--- src/rtl/rc4_key_search_ctrl.sv ---
// Top-level sequencer for the RC4 brute-force key search: runs init/swap/decrypt per key, then strides.
// Define KEY_SEARCH_PERF_EN to enable the busy-cycle counter on cycle_count.
module rc4_key_search_ctrl #(
    parameter int KEY_WIDTH  = 24,
    parameter int KEY_STRIDE = 1,
    parameter int CNT_WIDTH  = 24
) (
    input  logic                 clk,
    input  logic                 reset_n,
    input  logic                 start,
    input  logic                 stop,
    input  logic [KEY_WIDTH-1:0] key_start,
    input  logic [KEY_WIDTH-1:0] key_end,
    output logic                 init_start,
    input  logic                 init_done,
    output logic                 swap_start,
    input  logic                 swap_done,
    output logic                 decrypt_start,
    input  logic                 decrypt_done,
    input  logic                 key_found,
    output logic [1:0]           phase_sel,
    output logic [KEY_WIDTH-1:0] secret_key,
    output logic [CNT_WIDTH-1:0] keys_tried,
    output logic                 busy,
    output logic                 done,
    output logic                 found,
    output logic                 exhausted,
    output logic                 aborted,
    output logic [31:0]          cycle_count,
    output logic [2:0]           state_dbg
);

    // Handshake: each *_start is a level request held while its phase is active; the sub-FSM
    // answers with a one-cycle *_done pulse, and the request drops on the following edge.
    typedef enum logic [2:0] {
        S_IDLE    = 3'd0,
        S_INIT    = 3'd1,
        S_SWAP    = 3'd2,
        S_DECRYPT = 3'd3,
        S_NEXT    = 3'd4,
        S_DONE    = 3'd5
    } state_t;

    localparam logic [KEY_WIDTH:0]   STRIDE_EXT = (KEY_WIDTH + 1)'(KEY_STRIDE);
    localparam logic [CNT_WIDTH-1:0] CNT_MAX    = '1;

    state_t               state_q;
    state_t               state_d;
    logic [KEY_WIDTH-1:0] end_q;
    logic [KEY_WIDTH:0]   next_key;
    logic                 step_ok;
    logic                 range_bad;
    logic                 accept_start;
    logic                 load_key;
    logic                 count_try;
    logic                 advance_key;
    logic                 set_found;
    logic                 set_exhausted;
    logic                 set_aborted;
    logic [1:0]           phase_d;

    // The extra MSB catches a step that wraps past the top of the key space.
    assign next_key  = {1'b0, secret_key} + STRIDE_EXT;
    assign step_ok   = (next_key <= {1'b0, end_q});
    assign range_bad = (key_start > key_end);
    assign state_dbg = state_q;

    always_ff @(posedge clk or negedge reset_n) begin
        if (!reset_n) begin
            state_q <= S_IDLE;
        end else begin
            state_q <= state_d;
        end
    end

    always_comb begin
        state_d       = state_q;
        accept_start  = 1'b0;
        load_key      = 1'b0;
        count_try     = 1'b0;
        advance_key   = 1'b0;
        set_found     = 1'b0;
        set_exhausted = 1'b0;
        set_aborted   = 1'b0;
        phase_d       = 2'b00;

        case (state_q)
            S_IDLE, S_DONE: begin
                if (start) begin
                    accept_start = 1'b1;
                    if (range_bad) begin
                        set_exhausted = 1'b1;
                        state_d       = S_DONE;
                    end else begin
                        load_key = 1'b1;
                        state_d  = S_INIT;
                    end
                end
            end
            S_INIT: begin
                if (stop) begin
                    set_aborted = 1'b1;
                    state_d     = S_DONE;
                end else if (init_done) begin
                    state_d = S_SWAP;
                end
            end
            S_SWAP: begin
                if (stop) begin
                    set_aborted = 1'b1;
                    state_d     = S_DONE;
                end else if (swap_done) begin
                    state_d = S_DECRYPT;
                end
            end
            S_DECRYPT: begin
                // A found verdict arriving with stop still counts as found.
                if (decrypt_done && key_found) begin
                    count_try = 1'b1;
                    set_found = 1'b1;
                    state_d   = S_DONE;
                end else if (stop) begin
                    set_aborted = 1'b1;
                    state_d     = S_DONE;
                end else if (decrypt_done) begin
                    count_try = 1'b1;
                    state_d   = S_NEXT;
                end
            end
            S_NEXT: begin
                if (stop) begin
                    set_aborted = 1'b1;
                    state_d     = S_DONE;
                end else if (step_ok) begin
                    advance_key = 1'b1;
                    state_d     = S_INIT;
                end else begin
                    set_exhausted = 1'b1;
                    state_d       = S_DONE;
                end
            end
            default: begin
                state_d = S_IDLE;
            end
        endcase

        case (state_d)
            S_INIT:    phase_d = 2'b01;
            S_SWAP:    phase_d = 2'b10;
            S_DECRYPT: phase_d = 2'b11;
            default:   phase_d = 2'b00;
        endcase
    end

    always_ff @(posedge clk or negedge reset_n) begin
        if (!reset_n) begin
            init_start    <= 1'b0;
            swap_start    <= 1'b0;
            decrypt_start <= 1'b0;
            phase_sel     <= 2'b00;
            busy          <= 1'b0;
            done          <= 1'b0;
            found         <= 1'b0;
            exhausted     <= 1'b0;
            aborted       <= 1'b0;
            secret_key    <= '0;
            end_q         <= '0;
            keys_tried    <= '0;
        end else begin
            init_start    <= (state_d == S_INIT);
            swap_start    <= (state_d == S_SWAP);
            decrypt_start <= (state_d == S_DECRYPT);
            phase_sel     <= phase_d;
            busy          <= (state_d == S_INIT) || (state_d == S_SWAP) ||
                             (state_d == S_DECRYPT) || (state_d == S_NEXT);
            done          <= (state_d == S_DONE);

            if (accept_start) begin
                found      <= 1'b0;
                exhausted  <= 1'b0;
                aborted    <= 1'b0;
                keys_tried <= '0;
            end
            if (load_key) begin
                secret_key <= key_start;
                end_q      <= key_end;
            end
            if (count_try && (keys_tried != CNT_MAX)) begin
                keys_tried <= keys_tried + CNT_WIDTH'(1);
            end
            if (advance_key) begin
                secret_key <= next_key[KEY_WIDTH-1:0];
            end
            if (set_found) begin
                found <= 1'b1;
            end
            if (set_exhausted) begin
                exhausted <= 1'b1;
            end
            if (set_aborted) begin
                aborted <= 1'b1;
            end
        end
    end

`ifdef KEY_SEARCH_PERF_EN
    logic [31:0] cycle_q;

    // busy is the registered image of the current state, so this counts cycles spent busy.
    always_ff @(posedge clk or negedge reset_n) begin
        if (!reset_n) begin
            cycle_q <= '0;
        end else if (accept_start) begin
            cycle_q <= '0;
        end else if (busy && (cycle_q != 32'hFFFF_FFFF)) begin
            cycle_q <= cycle_q + 32'd1;
        end
    end

    assign cycle_count = cycle_q;
`else
    assign cycle_count = 32'd0;
`endif

endmodule

--- config.mk ---
export PLATFORM = sky130hd
export DESIGN_NAME = rc4_key_search_ctrl
export DESIGN_NICKNAME = d
export VERILOG_FILES = /design/src/rtl/rc4_key_search_ctrl.sv
export SDC_FILE = /design/constraint.sdc
export NUM_CORES = 1
export LEC_CHECK = 0
export CAP_MARGIN = 20
export CORE_UTILIZATION = 55
export CTS_BUF_LIST = sky130_fd_sc_hd__clkbuf_2
export CTS_CLUSTER_SIZE = 14
export DETAILED_ROUTE_END_ITERATION = 7
export PLACE_DENSITY = 0.93
export SLEW_MARGIN = 20
export SYNTH_ARGS = -nofsm -noshare
export SYNTH_HDL_FRONTEND = slang
export SYNTH_SLANG_ARGS = --single-unit
--- constraint.sdc ---
create_clock -name clk -period 6.5 [get_ports clk]
set_clock_uncertainty 0.1 [all_clocks]
set_input_delay 1.3 -clock clk [delete_from_list [all_inputs] [get_ports clk]]
set_output_delay 1.3 -clock clk [all_outputs]
set_load 0.01 [all_outputs]
After elaboration in Yosys (flattened, before gate mapping)
Index checks and enable logic that the tools add are counted.
Widths: inputs -> output; s select.
{ "totals": {"ff_bits": 85, "inputBits": 56, "output_inout_bits": 93, "word_cells": 84} }
{ "op_classes": {"add_sub_neg": 2, "n_lt_le_gt_ge": 2, "eq_ne": 11, "mux": 43, "n_reduce_logical": 13} }
{ "op_table": {"columns": ["operator", "n"], "rows": [
  ["$mux 24", 4],
  ["$mux 3", 11],
  ["$add 24x1->25 const B", 1],
  ["$le 25x24->1", 1],
  ["$add 24x1->24 const B", 1],
  ["$gt 24x24->1", 1],
  ["$mux 1", 24],
  ["$ne 24x24->1 const B", 1],
  ["$pmux 3 s5", 1],
  ["$eq 3x2->1 const B", 4],
  ["$eq 3x3->1 const B", 4],
  ["$reduce_bool 2->1", 5],
  ["$eq 3x1->1 const B", 2],
  ["$pmux 2 s3", 1],
  ["$pmux 1 s2", 2],
  ["$logic_not 3->1", 1],
  ["$logic_or 1x1->1", 3],
  ["$reduce_or 3->1", 1],
  ["$logic_and 1x1->1", 2],
  ["$reduce_or 2->1", 1]
]} }

Logic depth before layout (Yosys ltp)
{ "depth": {"word_depth": 9, "ltp_mapped": 17, "depth_no_buf": 15} }

Worst setup path before layout
OpenSTA, ideal clock, no wires.
{ "synth_path": {"path_type": "flip-flop to flip-flop", "start": "register secret_key[2]", "end": "register secret_key[4]", "setup_time_ns": 0.123, "arrival_ns": 3.395, "t_required_ns": 6.277, "setup_slack_ns": 2.882, "stages_incl_launch_ff": 16, "n_path_buf": 2, "synth_period_minus_slack_ns": 3.618, "cell_sequence": "dfrtp_1 > and3_4 > nand2_2 > or4_4 > nor2_8 > nand3_1 > xnor2_2 > ha_1 > nand3_1 > nor4_1 > nand4_1 > o21ai_2 > buf_6 > nand2_8 > buf_6 > o221a_1"} }
{ "synth_via": {"elab_chain_len": 6, "elab_cells_between_ends": 7, "classes_between": "1 x add/sub; 1 x order compare; 4 x mux; 1 x reduce/logical"} }
{ "synth_lines": {"columns": ["item", "line_no", "rtl"], "rows": [
  ["start, declared", "22", "output logic [KEY_WIDTH-1:0] secret_key,"],
  ["start signal, assigned", "185", "secret_key <= key_start;"],
  ["start signal, assigned", "192", "secret_key <= next_key[KEY_WIDTH-1:0];"],
  ["$add 24x1->25 *", "63", "assign next_key = {1'b0, secret_key} + STRIDE_EXT;"],
  ["$le 25x24->1", "64", "assign step_ok = (next_key <= {1'b0, end_q});"],
  ["$mux 1", "134", "end else if (step_ok) begin"],
  ["$mux 1", "131", "if (stop) begin"],
  ["$mux 1", "87", "case (state_q)"],
  ["$mux 24 / $reduce_bool 2->1 (equally long branches)", null, null]
]} }
Mark *: on every way between the ends. The rest lies on a longest branch, timed or not.
A chain may end at the register's enable or synchronous reset.

Final worst setup path
{ "layout_path": {"start": "register secret_key[1]", "end": "register secret_key[3]"} }
The elaborated chain is that of the path after synthesis.

==> results.ini <==
[status]
status = completed

[final_layout]
seq_area_sq_um = 2127
final_cell_count_no_fill = 910
nets = 875
final_common_cell = clkdlybuf4s50_1
syn_to_final_growth_pct = 20.55
antennaDiodeCount = 0
layout.cells.most_common_list = 115 x clkdlybuf4s50_1, 85 x dfrtp_1, 67 x inv_1
multi_input_area_sq_um = 3271
nFillCells = 813
drive_gt1_share_pct = 6.202

[min_path]
hold_class = reg2reg

[sta]
fin_setup_tns_ns = 0
final_max_slew_viol_count = 0
max_freq_mhz = 219.3
post-route-min-period_ns = 4.561
worst_pin_slew_ns = 0.9609
setup_violations = 0
slew_headroom_pct = 35.70
fin_crit_sh_pct = 70.17
grt_setup_unrepaired = no
hold_violations = 0

[die]
dieArea_sq_um = 11120
row_count = 37
core-area_sq_um = 10370
die_w_microns = 105.5
chipHeight_microns = 105.5
ioPinCount = 149
start_util_pct = 56.78

[placement]
hpwl_microns = 11380
place.gp.congestion = 0.8940
portBuffers = 116
post-place-cells = 894

[global_routing]
grt_pass1_vias = 5202
grt_pass1_wl_microns = 24420
grt_max_degree = 86
antenna_found_initial = 0
track_usage_pct = 27.82
grt_overflow = 0

[cts]
clockBufferDepth = 2
postCtsResizedCells = 0
path_clk_slew_ns = 0.25
htree_levels = 3
cts_sinks = 85
cts_tree = built
holdBufCountCts = 0
postCtsSetupRepairBufs = 0
clk_latency_ns = 0.59
cts.root.buffer_cell = clkbuf_2
cts_buffers = 9

[synthesis]
yosys_register_bits = 85
synth_edf_count = 0
syn_inst = 662
synth_ff_type = dfrtp_1
syn_area_sq_um = 5888
yosysSeqAreaShare_pct = 36.12
ys_top_cells_by_area = dfrtp_1 36%, ha_1 11%, buf_4 4.6%
synth_warnings = 0
synthArstFlopShare_pct = 100.0
synth.distinct_cells = 67
postSynthAreaPerCell_sq_um = 8.894
synth_top_area_share_pct = 36.12
synth_top_cell_by_area = dfrtp_1

[job]
drv_cap = 0

[critical_path]
cp-end-kind = flop
cp.arrival_ns = 4.97
path_class = reg2reg
critPathLaunchType = flop
critical_path.max_fanout = 14
cp.required_ns = 6.91

[power_and_ir_drop]
leakage_uw = 0.003196
powerDensity_nw_per_um2 = 361.6
peakVddDrop_v = 0.0001629

[detailed_routing]
drc = 0
wl_per_cell_microns = 16.40
dr.pass1.iters = 8
via_count = 5284
via_per_inst = 5.807
ant_nets = 0
drt_iter0_drc = 287
wirelength_microns = 14920

final cells by class:
cell class              instances  area share, %
clock buffers                   9         0.6346
inverters                      67          3.543
multi-input cells             488          46.08
flip-flops and latches         85          29.97
repair buffers                118          16.59
well taps                     136          2.397
clock inverters                 7         0.7932
sequential cells by signal (all words and copies together) (netlist names), 2 cells and up:
signal / cells
secret_key: 24
keys_tried: 24
end_q: 24
phase_sel: 2
state_dbg: 3
synthesized netlist by cell type (5+ instances only):
cell,instances
xnor2_1,14
nand3_1,35
xor2_1,6
o21bai_1,5
buf_2,8
dfrtp_1,85
buf_4,36
nor2_1,45
inv_1,67
a221o_1,6
nand4_1,18
a21oi_1,32
nand2_1,66
o21ai_1,5
o211ai_1,5
and3_1,8
o31ai_1,5
mux2i_1,17
nand2b_1,12
and2_1,5
clkbuf_1,5
nor3_1,10
o21ai_0,44
ha_1,50
critical path, stage by stage (launching register included):
cell and delay, ns:
dfrtp_1 0.52, ha_1 0.32, nand3_2 0.22, nor3_1 0.50, nand3_1 0.16, xnor2_1 0.21
ha_1 0.28, a211oi_1 0.29, nor3_1 0.11, o221ai_1 0.19, nand4_1 0.15, o21ai_2 0.60
a21oi_2 0.35, o21bai_1 0.27, a221oi_2 0.22
power by group:
group / leakage, uW / internal, uW / switching (uW)
clock: 0.0000690 / 57.5 / 212
combinational: 0.00206 / 640 / 755
sequential: 0.00107 / 704 / 198
stage by stage:
step	setup WS (ns)	power [uW]	cell area, sq um	hold slack, ns	util (%)
global placement	1.823	2200	6993	0.3802	67.43
floorplan	2.882	1800	6005	0.3848	-
detailed placement	1.696	2283	6993	0.3908	67.43
CTS	2.005	2552	7094	0.4268	68.41
global route	1.611	2749	7098	0.4360	68.45
finish	1.939	2567	7098	0.4248	68.45
routing by layer:
layer | up-vias | share of wire [%] | GRT usage (%)
li1 | 2473 | - | -
met1 | 2529 | 41 | 33.25
met2 | 231 | 50 | 47.74
met3 | 51 | 6.4 | 4.886
met4 | 0 | 3.5 | 14.69
met5 | - | 0 | 0
cells by family (layout without fill, tap and decap cells):
group	count (synthesis)	count (layout)	synth area share (%)
simple gates	227	227	20.31
compound gates	137	137	15.28
buf+inv	120	201	10.43
flops	85	85	36.12
fa+ha+maj	50	50	10.62
xor+xnor	24	24	4.080
mux	18	18	3.081
other cells	1	32	0.06369
final timing paths:
path | startpoint | end | slack [ns] | depth (start not counted)
setup / recovery | secret_key[1] | secret_key[3] | 1.94 | 14
hold / removal | keys_tried[20] | keys_tried[20] | 0.42 | 1
setup reg to reg | secret_key[1] | secret_key[3] | 1.94 | 14
hold reg to reg | keys_tried[20] | keys_tried[20] | 0.42 | 1
max in group asynchronous | reset_n | secret_key[5] | 5.16 | 1
min in group asynchronous | reset_n | secret_key[22] | 0.63 | 1
Power figures use the tool's default switching activity.
